--- src/rtl/axi_lite_join_cut.sv ---
// AXI-Lite join with an optional two-entry spill-register cut on each of the AW, W, B, AR, R channels.
// Optional feature macro: AXI_LITE_JOIN_CUT_STATS_EN adds slave-side B/R handshake counters (stat_wr_o, stat_rd_o).

package axi_lite_join_cut_pkg;
    typedef struct packed { logic [31:0] addr; logic [2:0] prot; } aw_chan_t;
    typedef struct packed { logic [31:0] data; logic [3:0] strb; } w_chan_t;
    typedef struct packed { logic [1:0]  resp; } b_chan_t;
    typedef struct packed { logic [31:0] addr; logic [2:0] prot; } ar_chan_t;
    typedef struct packed { logic [31:0] data; logic [1:0] resp; } r_chan_t;

    typedef struct packed {
        aw_chan_t aw;
        logic     aw_valid;
        w_chan_t  w;
        logic     w_valid;
        logic     b_ready;
        ar_chan_t ar;
        logic     ar_valid;
        logic     r_ready;
    } req_t;

    typedef struct packed {
        logic     aw_ready;
        logic     w_ready;
        b_chan_t  b;
        logic     b_valid;
        logic     ar_ready;
        r_chan_t  r;
        logic     r_valid;
    } resp_t;
endpackage

module axi_lite_join_cut_spill #(
    parameter bit Bypass = 1'b0,
    parameter int Width  = 1
) (
    input  logic             clk_i,
    input  logic             rst_i,
    input  logic             i_valid,
    output logic             o_ready,
    input  logic [Width-1:0] i_data,
    output logic             o_valid,
    input  logic             i_ready,
    output logic [Width-1:0] o_data
);
    if (Bypass) begin : g_bypass
        logic w_unused;
        assign w_unused = clk_i ^ rst_i;
        assign o_valid  = i_valid;
        assign o_ready  = i_ready;
        assign o_data   = i_data;
    end else begin : g_cut
        typedef enum logic [1:0] {EMPTY, HALF, FULL} state_e;

        state_e           r_state;
        state_e           w_nextState;
        logic [Width-1:0] r_slotA;
        logic [Width-1:0] r_slotB;
        logic             w_inHs;
        logic             w_outHs;
        logic             w_loadA;
        logic             w_loadB;
        logic             w_shiftBtoA;

        // Both handshake qualifiers come from the state register only, so no valid/ready path crosses the cut.
        assign o_ready = (r_state != FULL);
        assign o_valid = (r_state != EMPTY);
        assign o_data  = r_slotA;
        assign w_inHs  = i_valid && o_ready;
        assign w_outHs = o_valid && i_ready;

        always_ff @(posedge clk_i) begin
            if (rst_i) begin
                r_state <= EMPTY;
            end else begin
                r_state <= w_nextState;
            end
        end

        always_ff @(posedge clk_i) begin
            if (w_loadA) begin
                r_slotA <= i_data;
            end else if (w_shiftBtoA) begin
                r_slotA <= r_slotB;
            end
            if (w_loadB) begin
                r_slotB <= i_data;
            end
        end

        always_comb begin
            w_nextState = r_state;
            w_loadA     = 1'b0;
            w_loadB     = 1'b0;
            w_shiftBtoA = 1'b0;
            case (r_state)
                EMPTY: begin
                    if (w_inHs) begin
                        w_loadA     = 1'b1;
                        w_nextState = HALF;
                    end
                end
                HALF: begin
                    if (w_inHs && w_outHs) begin
                        w_loadA = 1'b1;
                    end else if (w_inHs) begin
                        w_loadB     = 1'b1;
                        w_nextState = FULL;
                    end else if (w_outHs) begin
                        w_nextState = EMPTY;
                    end
                end
                FULL: begin
                    if (w_outHs) begin
                        w_shiftBtoA = 1'b1;
                        w_nextState = HALF;
                    end
                end
                default: w_nextState = EMPTY;
            endcase
        end
    end
endmodule

module axi_lite_join_cut #(
    parameter int unsigned AddrWidth = 32,
    parameter int unsigned DataWidth = 32,
    parameter type         req_t     = axi_lite_join_cut_pkg::req_t,
    parameter type         resp_t    = axi_lite_join_cut_pkg::resp_t,
    parameter bit          CutAw     = 1'b1,
    parameter bit          CutW      = 1'b1,
    parameter bit          CutB      = 1'b1,
    parameter bit          CutAr     = 1'b1,
    parameter bit          CutR      = 1'b1
) (
    input  logic        clk_i,
    input  logic        rst_i,
    input  req_t        slv_req_i,
    output resp_t       slv_resp_o,
    output req_t        mst_req_o,
    input  resp_t       mst_resp_i
`ifdef AXI_LITE_JOIN_CUT_STATS_EN
    ,
    output logic [31:0] stat_wr_o,
    output logic [31:0] stat_rd_o
`endif
);
    localparam int AwW = $bits(slv_req_i.aw);
    localparam int WW  = $bits(slv_req_i.w);
    localparam int BW  = $bits(mst_resp_i.b);
    localparam int ArW = $bits(slv_req_i.ar);
    localparam int RW  = $bits(mst_resp_i.r);

    if ($bits(slv_req_i.aw.addr) != AddrWidth || $bits(slv_req_i.ar.addr) != AddrWidth) begin : g_addrCheck
        $error("axi_lite_join_cut: AddrWidth does not match req_t address fields");
    end
    if ($bits(slv_req_i.w.data) != DataWidth || $bits(slv_req_i.w.strb) != DataWidth / 8) begin : g_dataCheck
        $error("axi_lite_join_cut: DataWidth does not match req_t write data/strobe fields");
    end

    logic [AwW-1:0] w_awData;
    logic [WW-1:0]  w_wData;
    logic [BW-1:0]  w_bData;
    logic [ArW-1:0] w_arData;
    logic [RW-1:0]  w_rData;
    logic w_awValid, w_awReady, w_wValid, w_wReady, w_bValid, w_bReady;
    logic w_arValid, w_arReady, w_rValid, w_rReady;

    axi_lite_join_cut_spill #(.Bypass(!CutAw), .Width(AwW)) i_cutAw (
        .clk_i(clk_i), .rst_i(rst_i),
        .i_valid(slv_req_i.aw_valid), .o_ready(w_awReady), .i_data(slv_req_i.aw),
        .o_valid(w_awValid), .i_ready(mst_resp_i.aw_ready), .o_data(w_awData)
    );
    axi_lite_join_cut_spill #(.Bypass(!CutW), .Width(WW)) i_cutW (
        .clk_i(clk_i), .rst_i(rst_i),
        .i_valid(slv_req_i.w_valid), .o_ready(w_wReady), .i_data(slv_req_i.w),
        .o_valid(w_wValid), .i_ready(mst_resp_i.w_ready), .o_data(w_wData)
    );
    axi_lite_join_cut_spill #(.Bypass(!CutB), .Width(BW)) i_cutB (
        .clk_i(clk_i), .rst_i(rst_i),
        .i_valid(mst_resp_i.b_valid), .o_ready(w_bReady), .i_data(mst_resp_i.b),
        .o_valid(w_bValid), .i_ready(slv_req_i.b_ready), .o_data(w_bData)
    );
    axi_lite_join_cut_spill #(.Bypass(!CutAr), .Width(ArW)) i_cutAr (
        .clk_i(clk_i), .rst_i(rst_i),
        .i_valid(slv_req_i.ar_valid), .o_ready(w_arReady), .i_data(slv_req_i.ar),
        .o_valid(w_arValid), .i_ready(mst_resp_i.ar_ready), .o_data(w_arData)
    );
    axi_lite_join_cut_spill #(.Bypass(!CutR), .Width(RW)) i_cutR (
        .clk_i(clk_i), .rst_i(rst_i),
        .i_valid(mst_resp_i.r_valid), .o_ready(w_rReady), .i_data(mst_resp_i.r),
        .o_valid(w_rValid), .i_ready(slv_req_i.r_ready), .o_data(w_rData)
    );

    always_comb begin
        mst_req_o          = '0;
        mst_req_o.aw       = w_awData;
        mst_req_o.aw_valid = w_awValid;
        mst_req_o.w        = w_wData;
        mst_req_o.w_valid  = w_wValid;
        mst_req_o.b_ready  = w_bReady;
        mst_req_o.ar       = w_arData;
        mst_req_o.ar_valid = w_arValid;
        mst_req_o.r_ready  = w_rReady;

        slv_resp_o          = '0;
        slv_resp_o.aw_ready = w_awReady;
        slv_resp_o.w_ready  = w_wReady;
        slv_resp_o.b        = w_bData;
        slv_resp_o.b_valid  = w_bValid;
        slv_resp_o.ar_ready = w_arReady;
        slv_resp_o.r        = w_rData;
        slv_resp_o.r_valid  = w_rValid;
    end

`ifdef AXI_LITE_JOIN_CUT_STATS_EN
    logic [31:0] r_statWr;
    logic [31:0] r_statRd;

    always_ff @(posedge clk_i) begin
        if (rst_i) begin
            r_statWr <= '0;
            r_statRd <= '0;
        end else begin
            if (w_bValid && slv_req_i.b_ready) begin
                r_statWr <= r_statWr + 32'd1;
            end
            if (w_rValid && slv_req_i.r_ready) begin
                r_statRd <= r_statRd + 32'd1;
            end
        end
    end

    assign stat_wr_o = r_statWr;
    assign stat_rd_o = r_statRd;
`endif
endmodule

--- config.mk ---
export PLATFORM = sky130hd
export DESIGN_NAME = axi_lite_join_cut
export DESIGN_NICKNAME = d
export VERILOG_FILES = /design/src/rtl/axi_lite_join_cut.sv
export SDC_FILE = /design/constraint.sdc
export NUM_CORES = 1
export LEC_CHECK = 0
export BUFFER_PORTS_ARGS = -buffer_cell sky130_fd_sc_hd__buf_2
export CORE_UTILIZATION = 50
export CTS_CLUSTER_SIZE = 8
export DETAILED_ROUTE_END_ITERATION = 6
export PLACE_DENSITY_LB_ADDON = 0.15
export SLEW_MARGIN = 20
export SYNTH_ARGS = -nofsm -noshare
export SYNTH_HDL_FRONTEND = slang
export SYNTH_HIERARCHICAL = 1
export SYNTH_SLANG_ARGS = --single-unit
--- constraint.sdc ---
create_clock -name clk_i -period 4.6 [get_ports clk_i]
set_clock_uncertainty 0.15 [all_clocks]
set_input_delay 0.92 -clock clk_i [delete_from_list [all_inputs] [get_ports clk_i]]
set_output_delay 0.92 -clock clk_i [all_outputs]
set_load 0.01 [all_outputs]
==> results_dict.tcl, run 1 <==
set metrics [dict create \
    synth_area_per_cell_um2 21.8 \
    insertion_delay_ns 0.51 \
    detail_route.first_pass.iterations 7 \
    period_needed_ns 2.40 \
    synth.yosys.seq_area_share 0.768 \
    design.die.area_um2 23300 \
    synth_compound_area_frac 0.0128 \
    worst_setup_hold_path_clk_slew_ns 0.05 \
    grt_max_degree 38 \
    grt_use_met3 0.0697 \
    synth_warnings 6 \
    violations_in_the_final_reports "design-rule violations" \
    globalRouteMet1Util 0.230 \
    synth_adder_area_share 0 \
    first_global_vias 6288 \
    cp.required_ns 3.53 \
    ys_ff_latch 294 \
    post_cts_resized 0 \
    ff2ff_setup_slack_ns 2.38 \
    vdd.ir_drop.worst_uv 299 \
    endpoint_kind "output pin" \
    timing.critical_path.from_type "register" \
    grt_pass1_wl_mm 33.9 \
    clock-sinks 294 \
    detail-route-antenna-nets 0 \
    cts_hold_repair.buffers 0 \
    chipHeight_um 153 \
    tritoncts "built" \
    max_freq_mhz 417 \
    timing.slew.headroom 0.316 \
    grtUsageMet2 0.302 \
    antenna_found_initial 4 \
    run_status "complete, but fails checks" \
    rsz_0062_raised_after_global_routing "no" \
    setup_total_negative_slack_ns 0 \
    cts-buffers-inserted 42 \
    route.final.wire_length_mm 22.0 \
    detailedPlacementHpwl_mm 14.8 \
    critical_path.slowest_cell "dfxtp_1" \
    h_tree_depth_reported_by_cts 2 \
    synth_top_family_by_area "multiplexers" \
    setup_viol_count_final 0 \
    critical_path.max_stage_delay_ns 0.38 \
    num_rows 54 \
    finalMaxSlewViolations 0 \
    layoutNonFillerInstCount 1169 \
    drtIter0Drc 339 \
    flow.area_growth_from_synthesis_pct 27.4 \
    globalplace.congestion 0.808 \
    clockRootBuffer "clkbuf_16" \
    synth.mux.area_fraction 0.174 \
    wl_per_cell_um 18.8 \
    power_density_nw_per_um2 453 \
    yosys.cell_types.count 22 \
    initial_utilization 0.516 \
    cts.path.max_buffers 3 \
    final.period_utilization 0.521 \
    fp.dieW_um 153 \
    power.static_leakage_nw 5.80 \
    io_pins 306 \
    vias 5885 \
    grtUsageTotal 0.187 \
    cap_viol_max_count 0 \
    synthCells 521 \
    globalRouteOverflowTotal 0 \
    floorplan.core_area_um2 22000 \
    residual_drc_count 21 \
    dp.cells 1084 \
    timing.critical_path.arrival_ns 1.33 \
    hold_path.class "reg -> reg" \
    crit_fanout 6 \
    placement.io_buffers 305 \
    synth_area_um2 11400 \
    worst_slew_pin_slew_ns 1.02 \
    synth_simple_gate_area_frac 0.0256 \
    avgViaCountPerCell 5.03 \
    drive_above_1_share 0.593 \
    path_class "reg -> out" \
    yosys.area_share.xor_xnor 0 \
    synth.net_count 675 \
    finish.net_count 1006 \
    final-hold-violation-count 0 \
    busiest_layer_in_global_routing "met2" \
    post-cts-setup-buffer-count 0 \
    worstPathCellList "or2_2 -> buf_2" \
]
==> cells in the final DEF (no fill, tap or decap) <==
cell type	count
a211oi_1	5
a21o_1	1
a21oi_1	6
buf_16	4
buf_2	305
buf_4	1
clkbuf_1	32
clkbuf_16	45
clkbuf_8	1
dfxtp_1	10
diode_2	3
edfxtp_1	284
mux2_2	40
mux2_4	102
nand2_1	11
nand2_2	1
nand2_4	3
nand2b_1	6
nand2b_2	5
nor2_1	1
nor2b_4	9
o21ai_4	4
o32a_1	5
or2_2	5
==> per-stage QoR <==
stage	total power [mW]	hold slack, ns	utilization	worst slack (ns)	area [um^2]
floorplan	3.53	0.327	-	0.421	11400
global placement	3.73	0.346	0.595	1.80	13100
detailed placement	3.75	0.381	0.595	1.74	13100
CTS	6.64	0.387	0.652	2.18	14400
global route	6.79	0.400	0.658	2.15	14500
finish	6.56	0.383	0.658	2.20	14500
==> Yosys cell counts (all sizes together) <==
cell | number | area [um^2]
a211oi | 5 | 37.5
a21o | 1 | 7.51
mux2 | 142 | 1980
or2 | 5 | 31.3
nor2b | 9 | 93.8
nor2 | 1 | 3.75
edfxtp | 284 | 8530
nand2b | 11 | 81.3
buf | 23 | 219
a21oi | 6 | 30.0
nand2 | 15 | 81.3
o21ai | 4 | 20.0
dfxtp | 10 | 200
o32a | 5 | 50.1
==> worst paths after layout <==
path                                                     to  cells after the start                                   from
worst max-delay path                           mst_req_o[1]                      2  i_cutAr/g_cut.r_state[0]$_SDFFE_PP0P_
worst min-delay path            i_cutAw/o_data[4]$_DFFE_PP_                      1     i_cutAw/g_cut.r_slotB[4]$_DFFE_PP_
worst max register to register  i_cutW/o_data[29]$_DFFE_PP_                      4   i_cutW/g_cut.r_state[0]$_SDFFE_PP0P_
worst min register to register  i_cutAw/o_data[4]$_DFFE_PP_                      1     i_cutAw/g_cut.r_slotB[4]$_DFFE_PP_
==> cells by family (layout without fill, tap and decap cells) <==
family,Yosys count,in the layout
other,0,3
AOI/OAI and AO/OA,21,21
DFF,294,294
buffers and inverters,23,388
muxes,142,142
and+or+nand+nor,41,41
==> layout make-up <==
cell class                 count  area [um^2]
fill                        1541         7540
sequential                   294         8730
clock buffer                  78         1260
tap                          280          350
timing repair buffer         310         1640
multi-input combinational    204         2490
antenna                        3         7.51
==> routing by layer <==
metal / routed length [um] / share of wire
met1: 8580 / 0.39
met2: 10500 / 0.48
met3: 2160 / 0.098
met4: 665 / 0.030
met5: 13 / 0.00059
==> critical path: cells and delay by family (launching register included) <==
kind,cells,cell delay [ns]
flops,1,0.38
buf+inv,1,0.14
simple gates,1,0.30
==> power by group <==
group          total (mW)  switching (mW)  internal (mW)
sequential           3.15          0.0410           3.11
clock                2.85            1.03           1.82
combinational       0.564           0.281          0.283
==> registers in the layout (all words and copies together) (netlist names), 34 cells and up <==
signal	flops
i_cutW/g_cut.r_slotB	36
i_cutW/o_data	36
i_cutAr/g_cut.r_slotB	35
i_cutAr/o_data	35
i_cutAw/g_cut.r_slotB	35
i_cutAw/o_data	35
i_cutR/g_cut.r_slotB	34
i_cutR/o_data	34
Note: power is estimated with default switching activity, not from simulation.
==> run 2: changes to the inputs <==
Settings changed: CORE_UTILIZATION 50 to 47.
Clock period 4.6 ns to 2.2 ns, I/O delays scaled along.
==> run 2 against run 1 <==
Net effect:
- the run now ends clean
- total power is 110% higher
- hold slack worse by 0.36 ns
- first-iteration DRC count is 12% lower
- clock power increased by 110%
- sequential cell count stayed put
- critical path type is now in -> reg
- largest cell class unchanged
==> results_dict.tcl, run 2 (synthesis results as in run 1) <==
set metrics [dict create \
    netSwitchingPower_mw 2.94 \
    finalMaxSlewViolations 0 \
    detailedPlacementHpwl_mm 15.3 \
    final.period_utilization 0.946 \
    final_core_utilization 0.683 \
    path_class "in -> reg" \
    rsz_0062_raised_after_global_routing "no" \
    switching_share 0.212 \
    pwr-share-comb 0.104 \
    hold_path.class "in -> reg" \
    period_needed_ns 2.08 \
    h_tree_depth_reported_by_cts 2 \
    grtUsageMet2 0.328 \
    grt_pass1_wl_mm 35.7 \
    busiest_layer_in_global_routing "met2" \
    first_global_vias 6882 \
    seq_power_share 0.474 \
    multi_input_comb_area_um2 2480 \
    design.die.area_um2 24800 \
    reg_area_um2 8730 \
    initial_utilization 0.481 \
    insertion_delay_ns 0.51 \
    io_pins 306 \
    worstRegToRegCells 4 \
    wl_per_cell_um 17.6 \
    power_report.internal_total_mw 11.0 \
    clockRootBuffer "clkbuf_16" \
    drtIter0Drc 299 \
    layout.cells.most_common "buf_2" \
    globalRouteOverflowTotal 0 \
    tritoncts "built" \
    floorplan.core_area_um2 23600 \
    power.static_leakage_nw 6.48 \
    hold-worst-slack_ns 0.0262 \
    worst_slew_pin_slew_ns 0.572 \
    cp.required_ns 2.30 \
    layoutNonFillerInstCount 1363 \
    reg_to_reg_endpoint "i_cutW/o_data[35]$_DFFE_PP_" \
    crit_path_from "mst_resp_i[39]" \
    worst_setup_hold_path_clk_slew_ns 0.05 \
    setup.worst_path.end "i_cutW/o_data[35]$_DFFE_PP_" \
    fin_total_pwr_mw 13.9 \
    placement.io_buffers 305 \
    vdd.ir_drop.worst_uv 548 \
    fillers 1588 \
    finish.net_count 1165 \
    ff2ff_setup_slack_ns 0.34 \
    antenna_found_initial 1 \
    residual_drc_count 0 \
    max_freq_mhz 480 \
    mostFrequentLayoutCells "buf_2 (305), edfxtp_1 (284), dlygate4sd3_1 (146)" \
    crit_fanout 9 \
    setup_total_negative_slack_ns 0 \
    flow.area_growth_from_synthesis_pct 42.0 \
    dp.cells 1137 \
    grtUsageTotal 0.188 \
    endpoint_kind "register" \
    avgViaCountPerCell 4.80 \
    post_cts_resized 0 \
    power_density_nw_per_um2 861 \
    globalRouteMet1Util 0.221 \
    setup_viol_count_final 0 \
    grt_max_degree 37 \
    regToRegStartpoint "i_cutW/g_cut.r_state[0]$_SDFFE_PP0P_" \
    chipHeight_um 158 \
    num_rows 56 \
    clock-sinks 294 \
    drive_above_1_share 0.515 \
    timing.critical_path.arrival_ns 2.18 \
    final-hold-violation-count 0 \
    run_status "finished clean" \
    route.final.wire_length_mm 24.0 \
    vias 6549 \
    cts.path.max_buffers 3 \
    detail-route-antenna-nets 0 \
    power.share.clock 0.423 \
    fp.dieW_um 158 \
    cap_viol_max_count 0 \
    cts-buffers-inserted 42 \
    detail_route.first_pass.iterations 4 \
    hold_path_depth 1 \
    grt_use_met3 0.0603 \
    globalplace.congestion 0.757 \
    timing.critical_path.from_type "input pin" \
    timing.slew.headroom 0.617 \
]
run 2: changes by cell type in the layout (fill, tap and decap cells not counted), moves of 2 or more:
cell,delta
clkbuf_16,-2
buf_12,+10
diode_2,-2
buf_4,+4
dlygate4sd3_1,+146
run 2: timing repair:
item,CTS,global route
endpoints found under the hold margin,146,0
hold buffers,146,0
buffers inserted,0,0
run 2: power by group through the flow:
stage | sequential (mW) | clock (mW) | combinational, mW
after floorplan | 6.79 | 0 | 0.578
after global placement | 6.68 | 0 | 1.17
after detailed placement | 6.69 | 0 | 1.20
after CTS | 6.58 | 5.98 | 1.42
after global routing | 6.60 | 6.23 | 1.54
final | 6.58 | 5.87 | 1.44
run 2: final cells by class:
cell class                      count  share of cell area
Antenna cell                        1            0.000155
Tap cell                          319              0.0247
Timing Repair Buffer              469               0.205
Clock buffer                       75              0.0748
Clock inverter                      1            0.000543
Sequential cell                   294               0.541
Multi-Input combinational cell    204               0.154
run 2: through the flow:
stage / instance area [um^2] / setup slack, ns
after global placement: 13400 / 0.130
after CTS: 16000 / 0.0512
after detailed placement: 13400 / 0.0745
after global routing: 16100 / 0.0800
after floorplan: 11400 / 0.0404
final: 16100 / 0.118
run 2: worst min path at each step:
stage	from	to	slack, ns
2_1_floorplan	i_cutB/g_cut.r_state[0]$_SDFFE_PP0P_	i_cutB/g_cut.r_state[1]$_SDFFE_PP0P_	0.33
3_3_place_gp	i_cutB/g_cut.r_state[0]$_SDFFE_PP0P_	i_cutB/g_cut.r_state[1]$_SDFFE_PP0P_	0.35
3_5_place_dp	i_cutAw/g_cut.r_slotB[18]$_DFFE_PP_	i_cutAw/o_data[18]$_DFFE_PP_	0.38
4_1_cts	mst_resp_i[26]	i_cutR/g_cut.r_slotB[25]$_DFFE_PP_	0.005
5_1_grt	mst_resp_i[26]	i_cutR/g_cut.r_slotB[25]$_DFFE_PP_	0.002
6_report	mst_resp_i[26]	i_cutR/g_cut.r_slotB[25]$_DFFE_PP_	0.03
run 2: metal layers:
metal  vias to the layer above  part of all wire
met1                      3223              0.40
li1                       3053                 -
met4                         0             0.021
met2                       229              0.51
met5                         -                 0
met3                        44             0.075
run 2: critical path, cell delays in order:
cell,delay [ns]
dlygate4sd3_1,0.53
buf_2,0.14
nand2b_2,0.22
nand2_2,0.23
buf_4,0.27
mux2_2,0.35
==> run 3: changes to the inputs <==
Settings changed: SYNTH_HIERARCHICAL 1 to not set.
==> run 3 against run 2 <==
Net effect:
- largest power group unchanged
- sequential power is essentially flat
- final cell count shrank 1.2%
- total power shrank 1.1%
- first-iteration DRC count grew 2.7%
- non-clock buffer count shrank 1
- fmax grew 4.6%
- wire length grew 2.1%
- critical path type unchanged
- worst setup slack gained 0.091 ns
- clock-buffer cell count shrank 8
- sequential share of layout area grew 1.4 points
==> results_dict.tcl, run 3 <==
set metrics [dict create \
    grt_pass1_wl_mm 38.0 \
    floorplan.core_area_um2 22800 \
    grt_max_degree 37 \
    cpLargestDelayFamily "buffers and inverters" \
    synth_area_per_cell_um2 21.1 \
    design.die.area_um2 24100 \
    run_status "finished clean" \
    fp.dieW_um 155 \
    synth.net_count 676 \
    final.period_utilization 0.905 \
    ys_ff_latch 294 \
    layoutNonFillerInstCount 1347 \
    detail-route-antenna-nets 0 \
    ys.flop_type "edfxtp_1" \
    mostFrequentLayoutCells "buf_2 (305), edfxtp_1 (284), dlygate4sd3_1 (147)" \
    buffering_stage_count_on_the_worst_path_with_inverters_included 3 \
    avgViaCountPerCell 4.86 \
    clock-sinks 294 \
    worst_slew_pin_slew_ns 0.466 \
    endpoint_kind "register" \
    tritoncts "built" \
    power.share.clock 0.421 \
    hold_path.class "in -> reg" \
    synth_warnings 0 \
    async_flop_share 0 \
    yosys-top-cells-count "edfxtp_1 (284), mux2_2 (120), mux2_4 (18)" \
    period_needed_ns 1.99 \
    synth_largest_type_area_fraction 0.773 \
    setup_total_negative_slack_ns 0 \
    antenna_found_initial 1 \
    first_global_vias 7177 \
    clockRootBuffer "clkbuf_16" \
    timing.slew.headroom 0.688 \
    number_of_enable_type_register_cells_in_the_synthesized_netlist 284 \
    power_density_nw_per_um2 873 \
    insertion_delay_ns 0.51 \
    fillers 1504 \
    synth_top_cells_by_area "edfxtp_1 (77%), mux2_2 (12%), mux2_4 (2.4%)" \
    cts.path.max_buffers 3 \
    chipHeight_um 155 \
    yosys.cell_types.count 24 \
    critical_path.slowest_cell "dlygate4sd3_1" \
    crit_fanout 16 \
    wl_per_cell_um 18.2 \
    power_report.internal_total_mw 10.8 \
    synth_top_area_cell "edfxtp_1" \
    worstPathCellList "dlygate4sd3_1 -> buf_2 -> nand2b_2 -> nand2_4 -> buf_12 -> mux2_2" \
    cp.required_ns 2.31 \
    switching_share 0.213 \
    pwr-share-comb 0.099 \
    setup_viol_count_final 0 \
    grtUsageTotal 0.204 \
    preCtsSetupSlack_ns 0.0774 \
    path_class "in -> reg" \
    seq_power_share 0.480 \
    initial_utilization 0.483 \
    detail_route.first_pass.iterations 5 \
    flow.area_growth_from_synthesis_pct 42.5 \
    power.static_leakage_nw 6.07 \
    synth_area_um2 11000 \
    placement.io_buffers 305 \
    synth.yosys.seq_area_share 0.791 \
    worst_setup_hold_path_clk_slew_ns 0.05 \
    timing.critical_path.from_type "input pin" \
    n_diodes 0 \
    vias 6544 \
    cap_viol_max_count 0 \
    vdd.ir_drop.worst_uv 644 \
    max_freq_mhz 502 \
    finalMaxSlewViolations 0 \
    netSwitchingPower_mw 2.93 \
    hold-worst-slack_ns 0.123 \
    route.final.wire_length_mm 24.5 \
    drtIter0Drc 307 \
    drive_above_1_share 0.509 \
    critical_path.max_stage_delay_ns 0.55 \
    rsz_0062_raised_after_global_routing "no" \
    post-cts-setup-buffer-count 0 \
    h_tree_depth_reported_by_cts 2 \
    io_pins 306 \
    num_rows 55 \
    residual_drc_count 0 \
    finish.net_count 1164 \
    dp.cells 1131 \
    globalRouteOverflowTotal 0 \
    synthCells 522 \
    detailedPlacementHpwl_mm 15.0 \
    final-hold-violation-count 0 \
    layout.cells.most_common "buf_2" \
    setup_slack_ns 0.208 \
    cts-buffers-inserted 42 \
    timing.critical_path.arrival_ns 2.10 \
    most_numerous_cell_in_the_yosys_netlist "edfxtp_1" \
    globalplace.congestion 0.726 \
]
-- run 3: cell type report --
| type | instances | area [um^2] | share of cell area |
|---|---|---|---|
| flip-flops and latches | 294 | 8730 | 0.555 |
| repair buffers | 468 | 3290 | 0.209 |
| multi-input cells | 204 | 2140 | 0.136 |
| well taps | 313 | 392 | 0.0249 |
| clock inverters | 1 | 8.76 | 0.000557 |
| clock buffers | 67 | 1170 | 0.0741 |
-- run 3: kinds of logic after synthesis --
group,count (synthesis),synth area share
flops,294,0.791
mux,142,0.151
simple gates,41,0.0248
buf+inv,24,0.0202
compound gates,21,0.0132
-- run 3: metal layers --
layer / wire length (um) / part of all wire / track usage / vias to the layer above
met5: 13 / 0.00053 / 0 / -
met4: 647 / 0.026 / 0.0696 / 2
met3: 2070 / 0.085 / 0.0705 / 60
met2: 12400 / 0.51 / 0.357 / 245
met1: 9360 / 0.38 / 0.234 / 3203
li1: - / - / - / 3034
-- run 3: worst min-delay path, cell delays in order --
cell	delay, ns
buf_2	0.09
o32a_1	0.14
a21oi_1	0.06
-- run 3: path summary, 6_finish.rpt --
| check | startpoint | endpoint | slack [ns] | cells past startpoint |
|---|---|---|---|---|
| worst max-delay path | mst_resp_i[35] | i_cutAr.o_data[1]$_DFFE_PP_ | 0.21 | 6 |
| worst min-delay path | mst_resp_i[36] | i_cutB.g_cut.r_state[0]$_SDFFE_PP0P_ | 0.12 | 3 |
| worst max register to register | i_cutAr.g_cut.r_state[0]$_SDFFE_PP0P_ | i_cutAr.o_data[1]$_DFFE_PP_ | 0.44 | 4 |
| worst min register to register | i_cutB.g_cut.r_state[0]$_SDFFE_PP0P_ | i_cutB.g_cut.r_state[1]$_SDFFE_PP0P_ | 0.38 | 2 |
-- run 3: power by group through the flow --
stage	Clock (mW)	Sequential [mW]	Combinational [mW]
global placement	0	6.68	1.10
floorplan	0	6.81	0.490
CTS	5.91	6.59	1.35
detailed placement	0	6.69	1.14
global route	6.16	6.61	1.46
finish	5.79	6.59	1.36
-- run 3: metrics by stage --
stage	area (um^2)	total power [mW]	utilization
4_1_cts	15700	13.9	0.687
3_3_place_gp	13100	7.78	0.571
5_1_grt	15700	14.2	0.688
3_5_place_dp	13100	7.83	0.571
2_1_floorplan	11100	7.30	-
6_report	15700	13.7	0.688
-- run 3: repair_timing --
item | in CTS | in global routing
endpoints found under the hold margin | 147 | 0
hold buffers | 147 | 0
gates resized for setup | 0 | 0
